[src/rtl/jtag_tap_ctrl.sv]
// IEEE 1149.1 TAP controller with a parametrised IR, IDCODE / BYPASS / USER data registers
// and a registered TDI->TDO serial path. Everything lives in the TCK (clk) domain.
module jtag_tap_ctrl #(
  parameter int          IR_WIDTH   = 4,
  parameter int          USER_WIDTH = 8,
  parameter logic [31:0] IDCODE_VAL = 32'h1000_0001,
  parameter int          IDCODE_OP  = 1,
  parameter int          USER_OP    = 2
) (
  input  logic                  clk,
  input  logic                  TRST,
  input  logic                  TMS,
  input  logic                  TDI,
  output logic                  TDO,
  output logic                  tdo_en,
  output logic [3:0]            state_obs,
  output logic [IR_WIDTH-1:0]   ir_out,
  output logic [USER_WIDTH-1:0] user_dr,
  output logic                  update_pulse
);

  typedef enum logic [3:0] {
    TLR    = 4'd0,
    RTI    = 4'd1,
    SEL_DR = 4'd2,
    CAP_DR = 4'd3,
    SH_DR  = 4'd4,
    EX1_DR = 4'd5,
    PAU_DR = 4'd6,
    EX2_DR = 4'd7,
    UPD_DR = 4'd8,
    SEL_IR = 4'd9,
    CAP_IR = 4'd10,
    SH_IR  = 4'd11,
    EX1_IR = 4'd12,
    PAU_IR = 4'd13,
    EX2_IR = 4'd14,
    UPD_IR = 4'd15
  } tap_state_t;

  localparam logic [IR_WIDTH-1:0] IDCODE_IR  = IR_WIDTH'(IDCODE_OP);
  localparam logic [IR_WIDTH-1:0] USER_IR    = IR_WIDTH'(USER_OP);
  localparam logic [IR_WIDTH-1:0] IR_CAPTURE = IR_WIDTH'(2'b01);

  tap_state_t            state, state_nxt;
  logic [IR_WIDTH-1:0]   ir_sr, ir_sr_nxt;
  logic [31:0]           id_sr, id_sr_nxt;
  logic [USER_WIDTH-1:0] user_sr, user_sr_nxt;
  logic                  byp_sr, byp_nxt;
  logic                  tdo_nxt;
  logic                  sel_id, sel_user;

  function automatic tap_state_t next_state(input tap_state_t s, input logic tms);
    case (s)
      TLR:     next_state = tms ? TLR    : RTI;
      RTI:     next_state = tms ? SEL_DR : RTI;
      SEL_DR:  next_state = tms ? SEL_IR : CAP_DR;
      CAP_DR:  next_state = tms ? EX1_DR : SH_DR;
      SH_DR:   next_state = tms ? EX1_DR : SH_DR;
      EX1_DR:  next_state = tms ? UPD_DR : PAU_DR;
      PAU_DR:  next_state = tms ? EX2_DR : PAU_DR;
      EX2_DR:  next_state = tms ? UPD_DR : SH_DR;
      UPD_DR:  next_state = tms ? SEL_DR : RTI;
      SEL_IR:  next_state = tms ? TLR    : CAP_IR;
      CAP_IR:  next_state = tms ? EX1_IR : SH_IR;
      SH_IR:   next_state = tms ? EX1_IR : SH_IR;
      EX1_IR:  next_state = tms ? UPD_IR : PAU_IR;
      PAU_IR:  next_state = tms ? EX2_IR : PAU_IR;
      EX2_IR:  next_state = tms ? UPD_IR : SH_IR;
      UPD_IR:  next_state = tms ? SEL_DR : RTI;
      default: next_state = TLR;
    endcase
  endfunction

  // IDCODE wins if both opcodes alias; any unknown opcode falls through to BYPASS.
  assign sel_id   = (ir_out == IDCODE_IR);
  assign sel_user = (ir_out == USER_IR) && !sel_id;

  // Shift-register next values; TDO looks at these so it shows the bit as it stands after the edge.
  always_comb begin
    state_nxt   = next_state(state, TMS);
    ir_sr_nxt   = ir_sr;
    id_sr_nxt   = id_sr;
    user_sr_nxt = user_sr;
    byp_nxt     = byp_sr;
    case (state)
      CAP_IR: ir_sr_nxt = IR_CAPTURE;
      SH_IR: begin
        ir_sr_nxt               = ir_sr >> 1;
        ir_sr_nxt[IR_WIDTH-1]   = TDI;
      end
      CAP_DR: begin
        if (sel_id)        id_sr_nxt   = IDCODE_VAL;
        else if (sel_user) user_sr_nxt = user_dr;
        else               byp_nxt     = 1'b0;
      end
      SH_DR: begin
        if (sel_id) begin
          id_sr_nxt     = id_sr >> 1;
          id_sr_nxt[31] = TDI;
        end else if (sel_user) begin
          user_sr_nxt               = user_sr >> 1;
          user_sr_nxt[USER_WIDTH-1] = TDI;
        end else begin
          byp_nxt = TDI;
        end
      end
      default: ;
    endcase

    tdo_nxt = 1'b0;
    if (state_nxt == SH_IR) begin
      tdo_nxt = ir_sr_nxt[0];
    end else if (state_nxt == SH_DR) begin
      if (sel_id)        tdo_nxt = id_sr_nxt[0];
      else if (sel_user) tdo_nxt = user_sr_nxt[0];
      else               tdo_nxt = byp_nxt;
    end
  end

  always_ff @(posedge clk) begin
    if (TRST) begin
      state        <= TLR;
      ir_sr        <= '0;
      id_sr        <= '0;
      user_sr      <= '0;
      byp_sr       <= 1'b0;
      ir_out       <= IDCODE_IR;
      user_dr      <= '0;
      TDO          <= 1'b0;
      tdo_en       <= 1'b0;
      update_pulse <= 1'b0;
    end else begin
      state        <= state_nxt;
      ir_sr        <= ir_sr_nxt;
      id_sr        <= id_sr_nxt;
      user_sr      <= user_sr_nxt;
      byp_sr       <= byp_nxt;
      TDO          <= tdo_nxt;
      tdo_en       <= (state_nxt == SH_DR) || (state_nxt == SH_IR);
      update_pulse <= (state == UPD_DR) && sel_user;
      if ((state == UPD_DR) && sel_user) user_dr <= user_sr;
      if (state == UPD_IR) ir_out <= ir_sr;
      // A TMS-driven walk into Test-Logic-Reset restores the default instruction.
      if (state_nxt == TLR) ir_out <= IDCODE_IR;
    end
  end

  assign state_obs = state;

endmodule

[config.mk]
export PLATFORM = sky130hd
export DESIGN_NAME = jtag_tap_ctrl
export DESIGN_NICKNAME = d
export VERILOG_FILES = /design/src/rtl/jtag_tap_ctrl.sv
export SDC_FILE = /design/constraint.sdc
export NUM_CORES = 1
export LEC_CHECK = 0
export CAP_MARGIN = 20
export CORE_ASPECT_RATIO = 0.8
export CORE_MARGIN = 3
export CORE_UTILIZATION = 40
export CTS_BUF_LIST = sky130_fd_sc_hd__clkbuf_4 sky130_fd_sc_hd__clkbuf_8
export DETAILED_ROUTE_END_ITERATION = 16
export DONT_BUFFER_PORTS = 1
export SYNTH_ARGS = -nofsm -noshare
export SYNTH_HDL_FRONTEND = slang
export SYNTH_SLANG_ARGS = --single-unit
[constraint.sdc]
create_clock -name clk -period 3.8 [get_ports clk]
set_clock_uncertainty 0.15 [all_clocks]
set_input_delay 0.95 -clock clk [delete_from_list [all_inputs] [get_ports clk]]
set_output_delay 0.95 -clock clk [all_outputs]
set_load 0.05 [all_outputs]
-- Yosys cells after proc, flatten, opt, wreduce, memory -nomap -nowiden
Index checks and enable logic that the tools add are counted.
Widths: inputs -> output; s select.
- flip-flop bits (word level): 64
- input bits: 4
- output and inout port bits: 19
- word-level logic and storage cells: 83
- eq/ne operators: 25
- mux-type cells: 31
- reduce and logical (&&, ||, !) cells: 14
- operators by type and width (cell ; number):
    $mux 32 ; 2
    $pmux 32 s2 ; 1
    $pmux 4 s12 ; 1
    $eq 4x4->1 const B ; 9
    $mux 8 ; 4
    $eq 4x3->1 const B ; 5
    $mux 4 ; 4
    $pmux 8 s2 ; 1
    $eq 4x2->1 const B ; 3
    $ne 2x2->1 const B ; 6
    $mux 1 ; 11
    $eq 4x1->1 const B ; 2
    $logic_not 4->1 ; 2
    $pmux 4 s2 ; 1
    $mux 2 ; 3
    $mux 3 ; 2
    $reduce_or 2->1 ; 3
    $reduce_and 5->1 ; 1
    $reduce_bool 2->1 ; 2
    $reduce_and 3->1 ; 1
    $reduce_or 3->1 ; 1
    $logic_and 1x1->1 ; 2
    $pmux 1 s2 ; 1
    $logic_not 1->1 ; 1
    $logic_or 1x1->1 ; 1

-- Logic depth before layout (Yosys ltp)
- depth in word-level cells: 10
- gate-level depth with buffers: 9
- depth with buffers taken out: 5

-- Least setup slack after synthesis
No wires, ideal clock.
- path type: input -> register
- start point: input port TMS
- end point: register ir_out[0]
- setup time: 0.120 ns
- arrival time: 2.069 ns
- data required time: 3.530 ns
- setup slack: 1.461 ns
- cell stages on the path: 5
- path buffers: 1
- cell sequence: buf_4 a311o_1 o221a_1 o2111a_1 a211o_1
- cells in the longest elaborated chain, start to end: 4
- elaborated cells on any way between the ends: 15
- those cells by class: 13 x mux; 2 x reduce/logical
- RTL lines (item ; RTL line ; RTL):
    start: declaration ; 12 ; input logic TMS,
    $mux 2 (tied with other cells) ; n/a ;
    $pmux 4 s12 (*) ; 54 ; case (s)
    $logic_not 4->1 (*) ; 145 ; if (state_nxt == TLR) ir_out <= IDCODE_IR;
    $reduce_or 2->1 (no source line) (*) ; n/a ;
    end signal: assignment ; 143 ; if (state == UPD_IR) ir_out <= ir_sr;
    end: declaration ; 17 ; output logic [IR_WIDTH-1:0] ir_out,
Mark *: on every way between the ends. The rest lies on a longest branch, timed or not.
A chain may end at the register's enable or synchronous reset.

-- Final worst setup path
- start point: register ir_out[1]
- end point: register user_sr[3]
- cells in the longest elaborated chain, start to end: 5
- elaborated cells on any way between the ends: 9
- those cells by class: 6 x eq/ne; 3 x reduce/logical
- RTL lines (item ; RTL line ; RTL):
    $eq 4x1->1 ; 76 ; assign sel_id = (ir_out == IDCODE_IR);
    $logic_not 1->1 ; 77 ; assign sel_user = (ir_out == USER_IR) && !sel_id;
    $logic_and 1x1->1 ; 77 ;
    $ne 2x2->1 (no source line) ; n/a ;
    $reduce_and 5->1 (no source line) (*) ; n/a ;
    end signal: assignment ; 137 ; user_sr <= user_sr_nxt;
    end: declaration ; 48 ; logic [USER_WIDTH-1:0] user_sr, user_sr_nxt;
Marked as above.

==> flow_metrics.env <==
export IMPL_nNetsFinal=297
export IMPL_crit_required_ns=3.89
export IMPL_routed_via_density=5.45
export IMPL_synth_cells=299
export IMPL_die_w_um=97.5
export IMPL_clock_sinks=64
export IMPL_synth_area_um2=2680
export IMPL_die_h_um=79.2
export IMPL_drive_gt1_share_pct=9.12
export IMPL_drtIter0Drc=113
export IMPL_synth_area_top_cells="dfxtp_1, a22oi_1, nor2_1"
export IMPL_synth_avg_cell_area_um2=8.95
export IMPL_insertion_delay_ns=0.33
export IMPL_start_util_pct=41.6
export IMPL_synth_seq_cells=64
export IMPL_fin_crit_sh_pct=64.8
export IMPL_synth_top_cell_area_share_pct=47.9
export IMPL_vias=2071
export IMPL_synth_cell_types=44
export IMPL_n_fill_cell=638
export IMPL_yosys_warnings=0
export IMPL_cp_max_fo=8
export IMPL_grt_pass1_wl_mm=8.82
export IMPL_slew_headroom_pct=40.7
export IMPL_cts_repair_resized=0
export IMPL_period_minus_slack_ns=2.46
export IMPL_routabilityCongestion=0.691
export IMPL_first_pass_iters=4
export IMPL_cap_violations=0
export IMPL_hold_buffers=0
export IMPL_worstMarginPinSlew_ns=0.877
export IMPL_grt_max_degree=61
export IMPL_dp_cells=366
export IMPL_setup_tns_ns=0
export IMPL_wl_per_cell_um=14.0
export IMPL_status="complete, no violations"
export IMPL_synthesis_nets=303
export IMPL_wl_mm=5.31
export IMPL_p_per_area_nw_per_um2=493
export IMPL_clk_pin_slew_ns=0.07
export IMPL_cts_buffer_depth=2
export IMPL_grt_pass1_vias=1843
export IMPL_ir_drop_v=0.000292
export IMPL_die_area_um2=7710
export IMPL_fin_area_um2=2920
export IMPL_synth_flop_cell="dfxtp_1"
export IMPL_startpoint_type="flop"
export IMPL_maxSlewViolCount=0
export IMPL_timing_fmax_mhz=406
export IMPL_cts_tree="done"
export IMPL_io_buffers=0
export IMPL_diodes=0
export IMPL_yosys_top_cells_count="dfxtp_1, nor2_1, a22oi_1"
export IMPL_grtUsageMet2_pct=20.0
export IMPL_hold_viol_final=0
export IMPL_crit_type="flop to flop"
export IMPL_ios=23
export IMPL_cts_root_buffer="clkbuf_8"
export IMPL_synth_async_sr_flop_share_pct=0
export IMPL_finalSetupViolCount=0
export IMPL_htree_levels=3
export IMPL_synth_area_leader_cell="dfxtp_1"
export IMPL_ys_seq_area_share_pct=47.9
export IMPL_use_met3_pct=6.32
export IMPL_area_delta_synth_final_pct=9.16
export IMPL_track_usage_pct=14.2
export IMPL_placed_area_um2=2680
export IMPL_place_hpwl_mm=3.27
export IMPL_rows=26
export IMPL_drcViolationCount=0
export IMPL_fin_cells=380
export IMPL_detail_route_antenna_nets=0
export IMPL_core_area_um2=6440
export IMPL_crit_arrival_ns=2.55
export IMPL_grt_busiest_layer="met2"
export IMPL_grt_util_met1_pct=18.5
export IMPL_p_leak_nw=1.07
export IMPL_grt_setup_unrepaired="false"
export IMPL_post_cts_buffers=0
export IMPL_hold_path_class="flop to flop"
export IMPL_antenna_found_initial=0
export IMPL_critPathCaptureType="flop"
export IMPL_synth_edff_count=0
export IMPL_yosysMostFrequentCell="dfxtp_1"
export IMPL_cts_buffers=9
export IMPL_grt_remaining_overflow=0
## critical path, stage by stage, from the launching register on
cell,delay (ns)
dfxtp_1,0.70
nor4b_1,0.78
o21ai_1,0.42
a21oi_1,0.25
nor2_1,0.05
## cell usage in the layout (no fill, tap or decap), types with 3 or more instances in the layout
| master | n |
|---|---|
| nor3_1 | 4 |
| bufinv_16 | 3 |
| nor2_1 | 63 |
| a21oi_1 | 22 |
| a22oi_1 | 38 |
| dfxtp_1 | 64 |
| a2111oi_0 | 3 |
| inv_1 | 12 |
| o21ai_0 | 3 |
| buf_4 | 7 |
| clkbuf_8 | 11 |
| nor2b_1 | 3 |
| mux2i_1 | 8 |
| nand2_1 | 10 |
| nand3_1 | 9 |
## sequential cells by signal (all words and copies together) (netlist names)
signal,flops
id_sr,32
ir_sr,4
user_sr,8
TDO,1
byp_sr,1
state_obs,4
update_pulse,1
user_dr,8
ir_out,4
tdo_en,1
## through the flow
| stage | hold slack [ns] | setup WS (ns) | total power [mW] | util (%) |
|---|---|---|---|---|
| floorplan | 0.282 | 1.46 | 0.751 | - |
| global placement | 0.284 | 1.40 | 0.748 | 41.6 |
| detailed placement | 0.296 | 1.36 | 0.747 | 41.6 |
| CTS | 0.304 | 1.34 | 1.46 | 45.4 |
| global route | 0.335 | 1.10 | 1.49 | 45.4 |
| finish | 0.301 | 1.34 | 1.44 | 45.4 |
## power breakdown
group / switching [mW] / internal [mW]
Sequential: 0.00630 / 0.674
Clock: 0.243 / 0.464
Combinational: 0.0351 / 0.0169
Total: 0.285 / 1.16
## kinds of logic after synthesis
family / Yosys count / synth area share [%]
compound gates: 82 / 21.9
xor+xnor: 2 / 0.655
mux: 8 / 2.99
flops: 64 / 47.9
buf+inv: 36 / 7.43
simple gates: 107 / 19.1
## final cells by class
| type | instances | area, um^2 | area share (%) |
|---|---|---|---|
| Sequential cell | 64 | 1280 | 43.9 |
| Multi-Input combinational cell | 199 | 1200 | 40.9 |
| Clock buffer | 11 | 151 | 5.18 |
| Tap cell | 84 | 105 | 3.60 |
| Clock inverter | 3 | 90.1 | 3.08 |
| Timing Repair Buffer | 7 | 52.6 | 1.80 |
| Inverter | 12 | 45.0 | 1.54 |
## layer usage
layer,wire length [um],up-vias
li1,-,1043
met1,2720,978
met2,2230,44
met3,295,6
met4,69,0
met5,0,-
## worst paths after layout
| kind | start | endpoint | slack [ns] | cells after the start |
|---|---|---|---|---|
| max reg2reg | ir_out[1]$_SDFFE_PP0P_ | user_sr[3]$_SDFFE_PP0P_ | 1.34 | 4 |
| min | ir_sr[0]$_SDFF_PP0_ | ir_sr[0]$_SDFF_PP0_ | 0.30 | 2 |
| min reg2reg | ir_sr[0]$_SDFF_PP0_ | ir_sr[0]$_SDFF_PP0_ | 0.30 | 2 |
| max | ir_out[1]$_SDFFE_PP0P_ | user_sr[3]$_SDFFE_PP0P_ | 1.34 | 4 |
No activity file was read; power rests on OpenSTA's default activity.
